$ cat src/rtl/if_fetch_stage.sv
// Instruction-fetch stage: owns the PC, selects the next PC from the control unit,
// runs a req/ack handshake with a multi-cycle instruction memory and drives the
// IF/ID register. While a fetch is outstanding, a redirect is parked in a drain
// state so that the request and address stay stable until the memory acks.
module if_fetch_stage #(
   parameter logic [31:0] RESET_PC = 32'h0000_0000,
   parameter logic [31:0] NOP_INST = 32'h0000_0000
) (
   input  logic        clk,
   input  logic        reset,
   input  logic [2:0]  cu_pc_src,
   input  logic [31:0] cu_vector,
   input  logic        cu_pc_stall,
   input  logic        cu_ifid_stall,
   input  logic        cu_ifid_flush,
   input  logic [31:0] id_jmp_target,
   input  logic [31:0] mem_branch_target,
   input  logic [31:0] cp0_epc,
   output logic        imem_req,
   output logic [31:0] imem_addr,
   input  logic        imem_ack,
   input  logic [31:0] imem_rdata,
   output logic [31:0] pc,
   output logic [31:0] ifid_pc,
   output logic [31:0] ifid_inst,
   output logic        ifid_valid,
   output logic        ifid_adel,
   output logic        if_fetch_stall
);

   typedef enum logic [1:0] {
      ST_REQ   = 2'd0,
      ST_DRAIN = 2'd1,
      ST_HOLD  = 2'd2
   } state_t;

   localparam logic [2:0] SRC_JMP = 3'd0;
   localparam logic [2:0] SRC_EXC = 3'd1;
   localparam logic [2:0] SRC_ERT = 3'd2;
   localparam logic [2:0] SRC_BR  = 3'd3;
   localparam logic [2:0] SRC_SEQ = 3'd4;

   state_t      state_q, state_d;
   logic [31:0] pc_q, pc_d;
   logic [31:0] redirect_pc_q, redirect_pc_d;
   logic [31:0] hold_inst_q, hold_inst_d;
   logic [31:0] ifid_pc_q, ifid_pc_d;
   logic [31:0] ifid_inst_q, ifid_inst_d;
   logic        ifid_valid_q, ifid_valid_d;
   logic        ifid_adel_q, ifid_adel_d;

   logic        redirect_s;
   logic        stall_s;
   logic        aligned_s;
   logic [31:0] target_s;
   logic        load_s;
   logic [31:0] load_inst_s;
   logic        load_valid_s;
   logic        load_adel_s;

   assign redirect_s = (cu_pc_src != SRC_SEQ);
   assign stall_s    = cu_pc_stall | cu_ifid_stall;
   assign aligned_s  = (pc_q[1:0] == 2'b00);

   // Redirect target selection from the control unit's PC source
   always_comb begin
      target_s = pc_q + 32'd4;
      case (cu_pc_src)
         SRC_JMP: target_s = id_jmp_target;
         SRC_EXC: target_s = cu_vector;
         SRC_ERT: target_s = cp0_epc;
         SRC_BR:  target_s = mem_branch_target;
         default: target_s = pc_q + 32'd4;
      endcase
   end

   // Memory request: aligned PC in REQ, always while draining, never during reset
   always_comb begin
      imem_req = 1'b0;
      if (reset) begin
         imem_req = 1'b0;
      end else begin
         case (state_q)
            ST_REQ:   imem_req = aligned_s;
            ST_DRAIN: imem_req = 1'b1;
            default:  imem_req = 1'b0;
         endcase
      end
   end

   assign imem_addr      = pc_q;
   assign if_fetch_stall = ((state_q == ST_REQ) & imem_req & ~imem_ack) | (state_q == ST_DRAIN);

   // Next-state for PC, fetch FSM and the candidate IF/ID entry produced this cycle
   always_comb begin
      state_d       = state_q;
      pc_d          = pc_q;
      redirect_pc_d = redirect_pc_q;
      hold_inst_d   = hold_inst_q;
      load_s        = 1'b0;
      load_inst_s   = NOP_INST;
      load_valid_s  = 1'b0;
      load_adel_s   = 1'b0;
      case (state_q)
         ST_REQ: begin
            if (!aligned_s) begin
               // No request goes out; report the address error into IF/ID instead
               if (redirect_s) begin
                  pc_d = target_s;
               end else if (!stall_s) begin
                  load_s      = 1'b1;
                  load_adel_s = 1'b1;
               end else begin
                  pc_d = pc_q;
               end
            end else if (imem_ack) begin
               if (redirect_s) begin
                  pc_d = target_s;
                  // A jump in ID keeps the word fetched alongside it: the delay slot
                  if ((cu_pc_src == SRC_JMP) && !stall_s) begin
                     load_s       = 1'b1;
                     load_inst_s  = imem_rdata;
                     load_valid_s = 1'b1;
                  end else begin
                     load_s = 1'b0;
                  end
               end else if (stall_s) begin
                  hold_inst_d = imem_rdata;
                  state_d     = ST_HOLD;
               end else begin
                  load_s       = 1'b1;
                  load_inst_s  = imem_rdata;
                  load_valid_s = 1'b1;
                  pc_d         = pc_q + 32'd4;
               end
            end else if (redirect_s) begin
               redirect_pc_d = target_s;
               state_d       = ST_DRAIN;
            end else begin
               state_d = ST_REQ;
            end
         end
         ST_DRAIN: begin
            if (imem_ack) begin
               pc_d    = redirect_s ? target_s : redirect_pc_q;
               state_d = ST_REQ;
            end else if (redirect_s) begin
               redirect_pc_d = target_s;
            end else begin
               state_d = ST_DRAIN;
            end
         end
         ST_HOLD: begin
            if (redirect_s) begin
               pc_d    = target_s;
               state_d = ST_REQ;
            end else if (!stall_s) begin
               load_s       = 1'b1;
               load_inst_s  = hold_inst_q;
               load_valid_s = 1'b1;
               pc_d         = pc_q + 32'd4;
               state_d      = ST_REQ;
            end else begin
               state_d = ST_HOLD;
            end
         end
         default: begin
            state_d = ST_REQ;
         end
      endcase
   end

   // IF/ID next value: flush beats stall, stall beats load, otherwise a bubble
   always_comb begin
      ifid_pc_d    = 32'd0;
      ifid_inst_d  = NOP_INST;
      ifid_valid_d = 1'b0;
      ifid_adel_d  = 1'b0;
      if (cu_ifid_flush) begin
         ifid_pc_d    = 32'd0;
         ifid_inst_d  = NOP_INST;
         ifid_valid_d = 1'b0;
         ifid_adel_d  = 1'b0;
      end else if (cu_ifid_stall) begin
         ifid_pc_d    = ifid_pc_q;
         ifid_inst_d  = ifid_inst_q;
         ifid_valid_d = ifid_valid_q;
         ifid_adel_d  = ifid_adel_q;
      end else if (load_s) begin
         ifid_pc_d    = pc_q;
         ifid_inst_d  = load_inst_s;
         ifid_valid_d = load_valid_s;
         ifid_adel_d  = load_adel_s;
      end else begin
         ifid_pc_d    = 32'd0;
         ifid_inst_d  = NOP_INST;
         ifid_valid_d = 1'b0;
         ifid_adel_d  = 1'b0;
      end
   end

   // State registers with synchronous reset
   always_ff @(posedge clk) begin
      if (reset) begin
         state_q       <= ST_REQ;
         pc_q          <= RESET_PC;
         redirect_pc_q <= 32'd0;
         hold_inst_q   <= 32'd0;
         ifid_pc_q     <= 32'd0;
         ifid_inst_q   <= NOP_INST;
         ifid_valid_q  <= 1'b0;
         ifid_adel_q   <= 1'b0;
      end else begin
         state_q       <= state_d;
         pc_q          <= pc_d;
         redirect_pc_q <= redirect_pc_d;
         hold_inst_q   <= hold_inst_d;
         ifid_pc_q     <= ifid_pc_d;
         ifid_inst_q   <= ifid_inst_d;
         ifid_valid_q  <= ifid_valid_d;
         ifid_adel_q   <= ifid_adel_d;
      end
   end

   assign pc         = pc_q;
   assign ifid_pc    = ifid_pc_q;
   assign ifid_inst  = ifid_inst_q;
   assign ifid_valid = ifid_valid_q;
   assign ifid_adel  = ifid_adel_q;

endmodule
$ cat config.mk
export PLATFORM = sky130hd
export DESIGN_NAME = if_fetch_stage
export DESIGN_NICKNAME = d
export VERILOG_FILES = /design/src/rtl/if_fetch_stage.sv
export SDC_FILE = /design/constraint.sdc
export NUM_CORES = 1
export LEC_CHECK = 0
export ABC_AREA = 0
export CAP_MARGIN = 40
export CORE_ASPECT_RATIO = 0.75
export CORE_MARGIN = 2
export CORE_UTILIZATION = 35
export DETAILED_ROUTE_END_ITERATION = 10
export PLACE_DENSITY_LB_ADDON = 0.1
export SYNTH_ARGS = -nofsm -noshare
export SYNTH_HDL_FRONTEND = slang
export SYNTH_SLANG_ARGS = --single-unit
$ cat constraint.sdc
create_clock -name clk -period 2.3 [get_ports clk]
set_input_delay 0.345 -clock clk [delete_from_list [all_inputs] [get_ports clk]]
set_output_delay 0.345 -clock clk [all_outputs]
set_load 0.01 [all_outputs]
# After elaboration in Yosys (flattened, before gate mapping)
# Cells that the tools add are included.
# word_totals
ff_bits	164
out_inout_bits	132
elab_cells	87
input_bits	169
# op_classes
addsub	1
reduce_logical	12
bitwise	6
muxes	47
eq_ne	13
# op_table
operator	count
$mux 32	18
$pmux 32 s2	2
$pmux 32 s4	1
$pmux 32 s3	1
$add 32x3->32 const B	1
$ne 3x3->1 const B	6
$mux 2	8
$mux 1	13
$reduce_and 4->1	2
$eq 3x2->1 const B	2
$pmux 1 s2	3
$pmux 2 s3	1
$reduce_and 5->1	1
$logic_not 2->1	2
$ne 2x2->1 const B	2
$eq 3x1->1 const B	1
$logic_not 3->1	1
$reduce_bool 3->1	1
$and 1x1->1	2
$eq 2x1->1 const B	1
$eq 2x2->1 const B	1
$not 1->1	2
$or 1x1->1	2
$reduce_and 2->1	1
4 further kinds	4

# Longest topological paths before layout
# depth
ltp_word	9
depth_mapped	11
ltp_nobuf	8

# Worst setup path after synthesis
# No wires, ideal clock.
# synth_path
path_type	register -> register
from	register pc_q[3] (netlist: imem_addr[3])
to	register pc_q[24] (netlist: imem_addr[24])
stages_incl_launch_ff	10
setup_ps	57
path_buffers	2
synth_period_minus_slack_ps	2649
required_time_ps	2243
slack_ps	-349
t_arrival_ps	2592
path_cell_list	dfxtp_1 -> ha_1 -> buf_2 -> nand3_1 -> or4_1 -> clkbuf_1 -> or4_1 -> a31o_1 -> o22ai_1 -> or3_1
# synth_via
elab_chain_cells	6
word_cells_on_any_way	10
cone_classes	1 x add/sub; 9 x mux
# synth_lines
element	line_no	text
start: declaration	44	logic [31:0] pc_q, pc_d;
start signal: assignment	215	pc_q <= pc_d;
$add 32x3->32 *	73, 134, 161	
$pmux 32 s4 / $mux 32 (equally long branches)	68, 127, 157	
$mux 32	117	if (redirect_s) begin
$mux 32	116	end else if (imem_ack) begin
$mux 32	106	if (!aligned_s) begin
$pmux 32 s3 *	104	case (state_q)
# Mark *: on every way between the ends. The rest lies on a longest branch, timed or not. The select of a mux whose other input is x is not followed.
# A chain may end at the register's enable or synchronous reset.

# Worst setup path in the final report
# layout_path
from	register pc_q[4] (netlist: imem_addr[4])
to	register pc_q[24] (netlist: imem_addr[24])
# Same word-level chain as after synthesis.

==> impl_table.tex <==
\begin{tabular}{lr}
\hline
Metric & Value \\
\hline
\multicolumn{2}{l}{\textbf{Synthesis}} \\
Async set-or-reset flop fraction in the synthesized netlist & 0\% \\
Yosys warning total & 0 \\
FF+latch count, synth & 164 \\
Cell Area, Synth & 9380 um2 \\
Leading cell types by total area after synthesis & sky130\_fd\_sc\_hd\_\_dfxtp\_1 (35\%), sky130\_fd\_sc\_hd\_\_mux4\_2 (7.4\%), sky130\_fd\_sc\_hd\_\_nor2\_1 (6.5\%) \\
Post-synthesis cell count & 1152 \\
Syn avg cell area & 8.14 um2 \\
Sequential cell area fraction in the yosys report & 35.0\% \\
EDFF count, synth & 0 \\
Cell types with the highest counts after synthesis & sky130\_fd\_sc\_hd\_\_dfxtp\_1 (164), sky130\_fd\_sc\_hd\_\_nor2\_1 (162), sky130\_fd\_sc\_hd\_\_nand2\_1 (155) \\
Number of distinct library cell variants in the gate-level netlist after synthesis & 74 \\
Most repeated cell in the gate-level netlist after synthesis & sky130\_fd\_sc\_hd\_\_dfxtp\_1 \\
Synth Flop Type & sky130\_fd\_sc\_hd\_\_dfxtp\_1 \\
Post-Syn Nets & 1327 \\
Biggest area consumer among synthesized cells & sky130\_fd\_sc\_hd\_\_dfxtp\_1 \\
Share of the synthesized area in the top cell type & 35.0\% \\
\multicolumn{2}{l}{\textbf{Timing}} \\
Minimum setup slack in the final design & 8.05 ps \\
Transition at the pin with the smallest max-transition slack & 741 ps \\
Max\_slew headroom & 50.6\% \\
Number of hold-slack violations in the final timing report & 0 \\
Highest clock rate & 0.436 GHz \\
Final Setup Violations & 0 \\
Final critical-path share of the clock period & 99.7\% \\
Number of pins exceeding their max-slew limit in the final report & 0 \\
Clock tree skew after final layout & 10.2 ps \\
Unrepaired setup endpoints after global routing & true \\
Post-layout min period & 2290 ps \\
\multicolumn{2}{l}{\textbf{Final layout}} \\
Inserted Diodes & 0 \\
Number of filler cells placed in the layout & 2469 \\
Non-Filler Instances & 1855 \\
Share of cells above drive strength 1 & 19.9\% \\
NumNets Final & 1673 \\
P\&R area growth vs syn & 52.4\% \\
\multicolumn{2}{l}{\textbf{Setup path}} \\
Critical R2R Capture & imem\_addr[24]\$\_SDFFE\_PP0P\_ \\
Worst reg2reg startpoint & imem\_addr[4]\$\_SDFFE\_PP0P\_ \\
Sort of element at the end of the critical path & flip-flop \\
Depth of the worst register-to-register path & 7 \\
Arrival time of the worst setup path & 2610 ps \\
CP startpoint kind & flip-flop \\
Worst-case register-to-register setup slack & 8 ps \\
Category of the critical setup timing path & reg -> reg \\
Biggest fanout along the worst timing path & 4 \\
Data required time at the worst endpoint & 2620 ps \\
\multicolumn{2}{l}{\textbf{Detailed routing}} \\
Number of DRC violations after detailed-routing iteration 0 & 994 \\
Vias per std cell & 5.57 \\
Aggregate routed wire length & 38.5 mm \\
Total vias in the final route & 10300 \\
Count of antenna-violating nets left after detailed routing & 0 \\
First-pass detailed-route iteration total & 7 \\
Number of DRC violations after detailed routing & 0 \\
Mean routed wirelength per cell & 20.7 um \\
\multicolumn{2}{l}{\textbf{Pwr}} \\
Leakage & 5.16 nW \\
Internal power summed over all cells & 0.00797 W \\
Peak ir drop on the vdd network & 0.710 mV \\
Power density normalized to cell area & 906 nW/um2 \\
Net Sw Power & 0.00497 W \\
Share of total power consumed by net switching & 38.4\% \\
Portion of total power attributed to the clock network & 21.9\% \\
Seq pwr share & 28.6\% \\
Relative contribution of combinational cells to total power & 49.5\% \\
\multicolumn{2}{l}{\textbf{Clock tree}} \\
Total of hold buffers inserted after clock tree synthesis & 0 \\
Root buf cell & sky130\_fd\_sc\_hd\_\_clkbuf\_16 \\
Clock slew seen by the registers of the worst setup and hold paths & 70 ps \\
CTS buffer count & 17 \\
Clock latency on the worst-skew pair & 440 ps \\
Count of clock tree sinks & 164 \\
CTS tree & built \\
Maximum clock path buffer count & 2 \\
CTS H-Tree Depth & 4 \\
\multicolumn{2}{l}{\textbf{Global routing}} \\
Number of global-route vias before repair & 9615 \\
Remaining global-route overflow & 0 \\
Wire length of the first global-routing pass & 57.9 mm \\
Total GRT Usage & 27.1\% \\
Number of antenna violations at the first check in global routing & 0 \\
Pin count of the biggest net entering global routing & 67 \\
\multicolumn{2}{l}{\textbf{Floorplan}} \\
Die ar. & 28100 um2 \\
Starting Density & 35.8\% \\
Core region area & 26200 um2 \\
Floorplan die width & 193 um \\
Vertical extent of the die & 146 um \\
Num rows & 51 \\
I/O pin cnt & 301 \\
\multicolumn{2}{l}{\textbf{Place}} \\
Final weighted congestion of routability-driven global placement & 0.937 \\
Number of placed cells counting well taps & 1818 \\
HPWL Detailed & 29.1 mm \\
Post-Place Setup Slack & -305 ps \\
PortBufs & 300 \\
\multicolumn{2}{l}{\textbf{Min path}} \\
Endpoint of the worst hold-timing path & state\_q[1]\$\_SDFFE\_PP0P\_ \\
Tightest Hold Check Type & in -> reg \\
Hold Path Cell Cnt & 2 \\
Worst min-delay path startpoint & reset \\
\multicolumn{2}{l}{\textbf{Job}} \\
Max\_cap viols & 0 \\
\multicolumn{2}{l}{\textbf{Run status}} \\
Status & finished clean \\
\hline
\end{tabular}
sequential cells by signal, indices dropped and copies added (netlist names):
register and count:
ifid_valid 1, redirect_pc_q 32, ifid_adel 1, imem_addr 32, state_q 2, ifid_pc 32, hold_inst_q 32, ifid_inst 32
repair_timing:
item,in CTS,in global routing
resized for setup,7,34
buffers inserted,3,2
endpoints found under the setup margin,6,23
gates cloned,0,0
pin swaps,1,6
logic make-up after synthesis:
kind of cell             synth area share (%)
multiplexers                             9.00
buffers and inverters                    7.53
AND/OR/NAND/NOR                          22.3
AO/OA/AOI/OAI                            21.5
XOR/XNOR                                 3.83
flip-flops                               35.0
adder cells (fa/ha/maj)                 0.801
power groups by stage:
| stage | clock network, W | logic (W) | registers (W) |
|---|---|---|---|
| finish | 0.00283 | 0.00640 | 0.00371 |
| global route | 0.00298 | 0.00683 | 0.00376 |
| CTS | 0.00289 | 0.00623 | 0.00368 |
| detailed placement | 0 | 0.00610 | 0.00374 |
| global placement | 0 | 0.00610 | 0.00373 |
| floorplan | 0 | 0.00311 | 0.00375 |
metrics by stage:
| step | hold slack [ps] | power (W) | util, % | setup TNS, ps | area (um2) |
|---|---|---|---|---|---|
| 2_1_floorplan | 427 | 0.00686 | - | 0 | 9480 |
| 3_3_place_gp | 436 | 0.00983 | 51.7 | -1130 | 13500 |
| 3_5_place_dp | 446 | 0.00984 | 51.7 | -1420 | 13500 |
| 4_1_cts | 258 | 0.0128 | 54.1 | -0.577 | 14100 |
| 5_1_grt | 299 | 0.0136 | 54.6 | -175 | 14300 |
| 6_report | 276 | 0.0129 | 54.6 | 0 | 14300 |
worst max-delay path, stage by stage (launching register included):
cell and delay [ps]:
sky130_fd_sc_hd__dfxtp_2 350, sky130_fd_sc_hd__nand4_4 160, sky130_fd_sc_hd__or4_4 580, sky130_fd_sc_hd__buf_4 170, sky130_fd_sc_hd__o31ai_2 260, sky130_fd_sc_hd__a31o_4 210, sky130_fd_sc_hd__o22ai_1 70, sky130_fd_sc_hd__or3_1 380
layout make-up:
| type | instances | area [um2] | area share, % |
|---|---|---|---|
| timing repair buffer | 468 | 4370 | 30.6 |
| sequential | 164 | 3310 | 23.2 |
| multi-input combinational | 839 | 5580 | 39.0 |
| clock buffer | 22 | 475 | 3.33 |
| inverter | 8 | 30.0 | 0.210 |
| clock inverter | 10 | 97.6 | 0.683 |
| tap | 344 | 430 | 3.01 |
worst max path at each step:
stage                                          from                         end  slack, ps  depth (start not counted)
after floorplan           imem_addr[2]$_SDFFE_PP0P_  imem_addr[23]$_SDFFE_PP0P_          4                          7
after global placement                  cu_pc_stall  imem_addr[24]$_SDFFE_PP0P_       -200                          8
after detailed placement                cu_pc_stall  imem_addr[24]$_SDFFE_PP0P_       -310                          8
after CTS                 imem_addr[9]$_SDFFE_PP0P_  imem_addr[21]$_SDFFE_PP0P_       -0.6                          7
after global routing      imem_addr[6]$_SDFFE_PP0P_  imem_addr[24]$_SDFFE_PP0P_        -60                          7
final                     imem_addr[4]$_SDFFE_PP0P_  imem_addr[24]$_SDFFE_PP0P_          8                          7
per-layer routing:
metal	track usage [%]	share of wire, %	wire (um)
met5	0	0	0
met4	4.58	0.91	351
met3	8.92	11	4400
met2	37.9	42	16000
met1	40.5	46	17700
cell usage in the layout (no fill, tap or decap), types with 26 or more instances in the layout:
cell                              instances
sky130_fd_sc_hd__nand3_1                 26
sky130_fd_sc_hd__dfxtp_1                148
sky130_fd_sc_hd__a222oi_1                32
sky130_fd_sc_hd__buf_4                  158
sky130_fd_sc_hd__o21ai_0                 28
sky130_fd_sc_hd__a21oi_1                 79
sky130_fd_sc_hd__nor2_1                 161
sky130_fd_sc_hd__mux4_2                  31
sky130_fd_sc_hd__nand2_1                154
sky130_fd_sc_hd__clkdlybuf4s50_1        293
sky130_fd_sc_hd__a22oi_1                 36
sky130_fd_sc_hd__xnor2_1                 28
(Power assumes the default switching activity.)
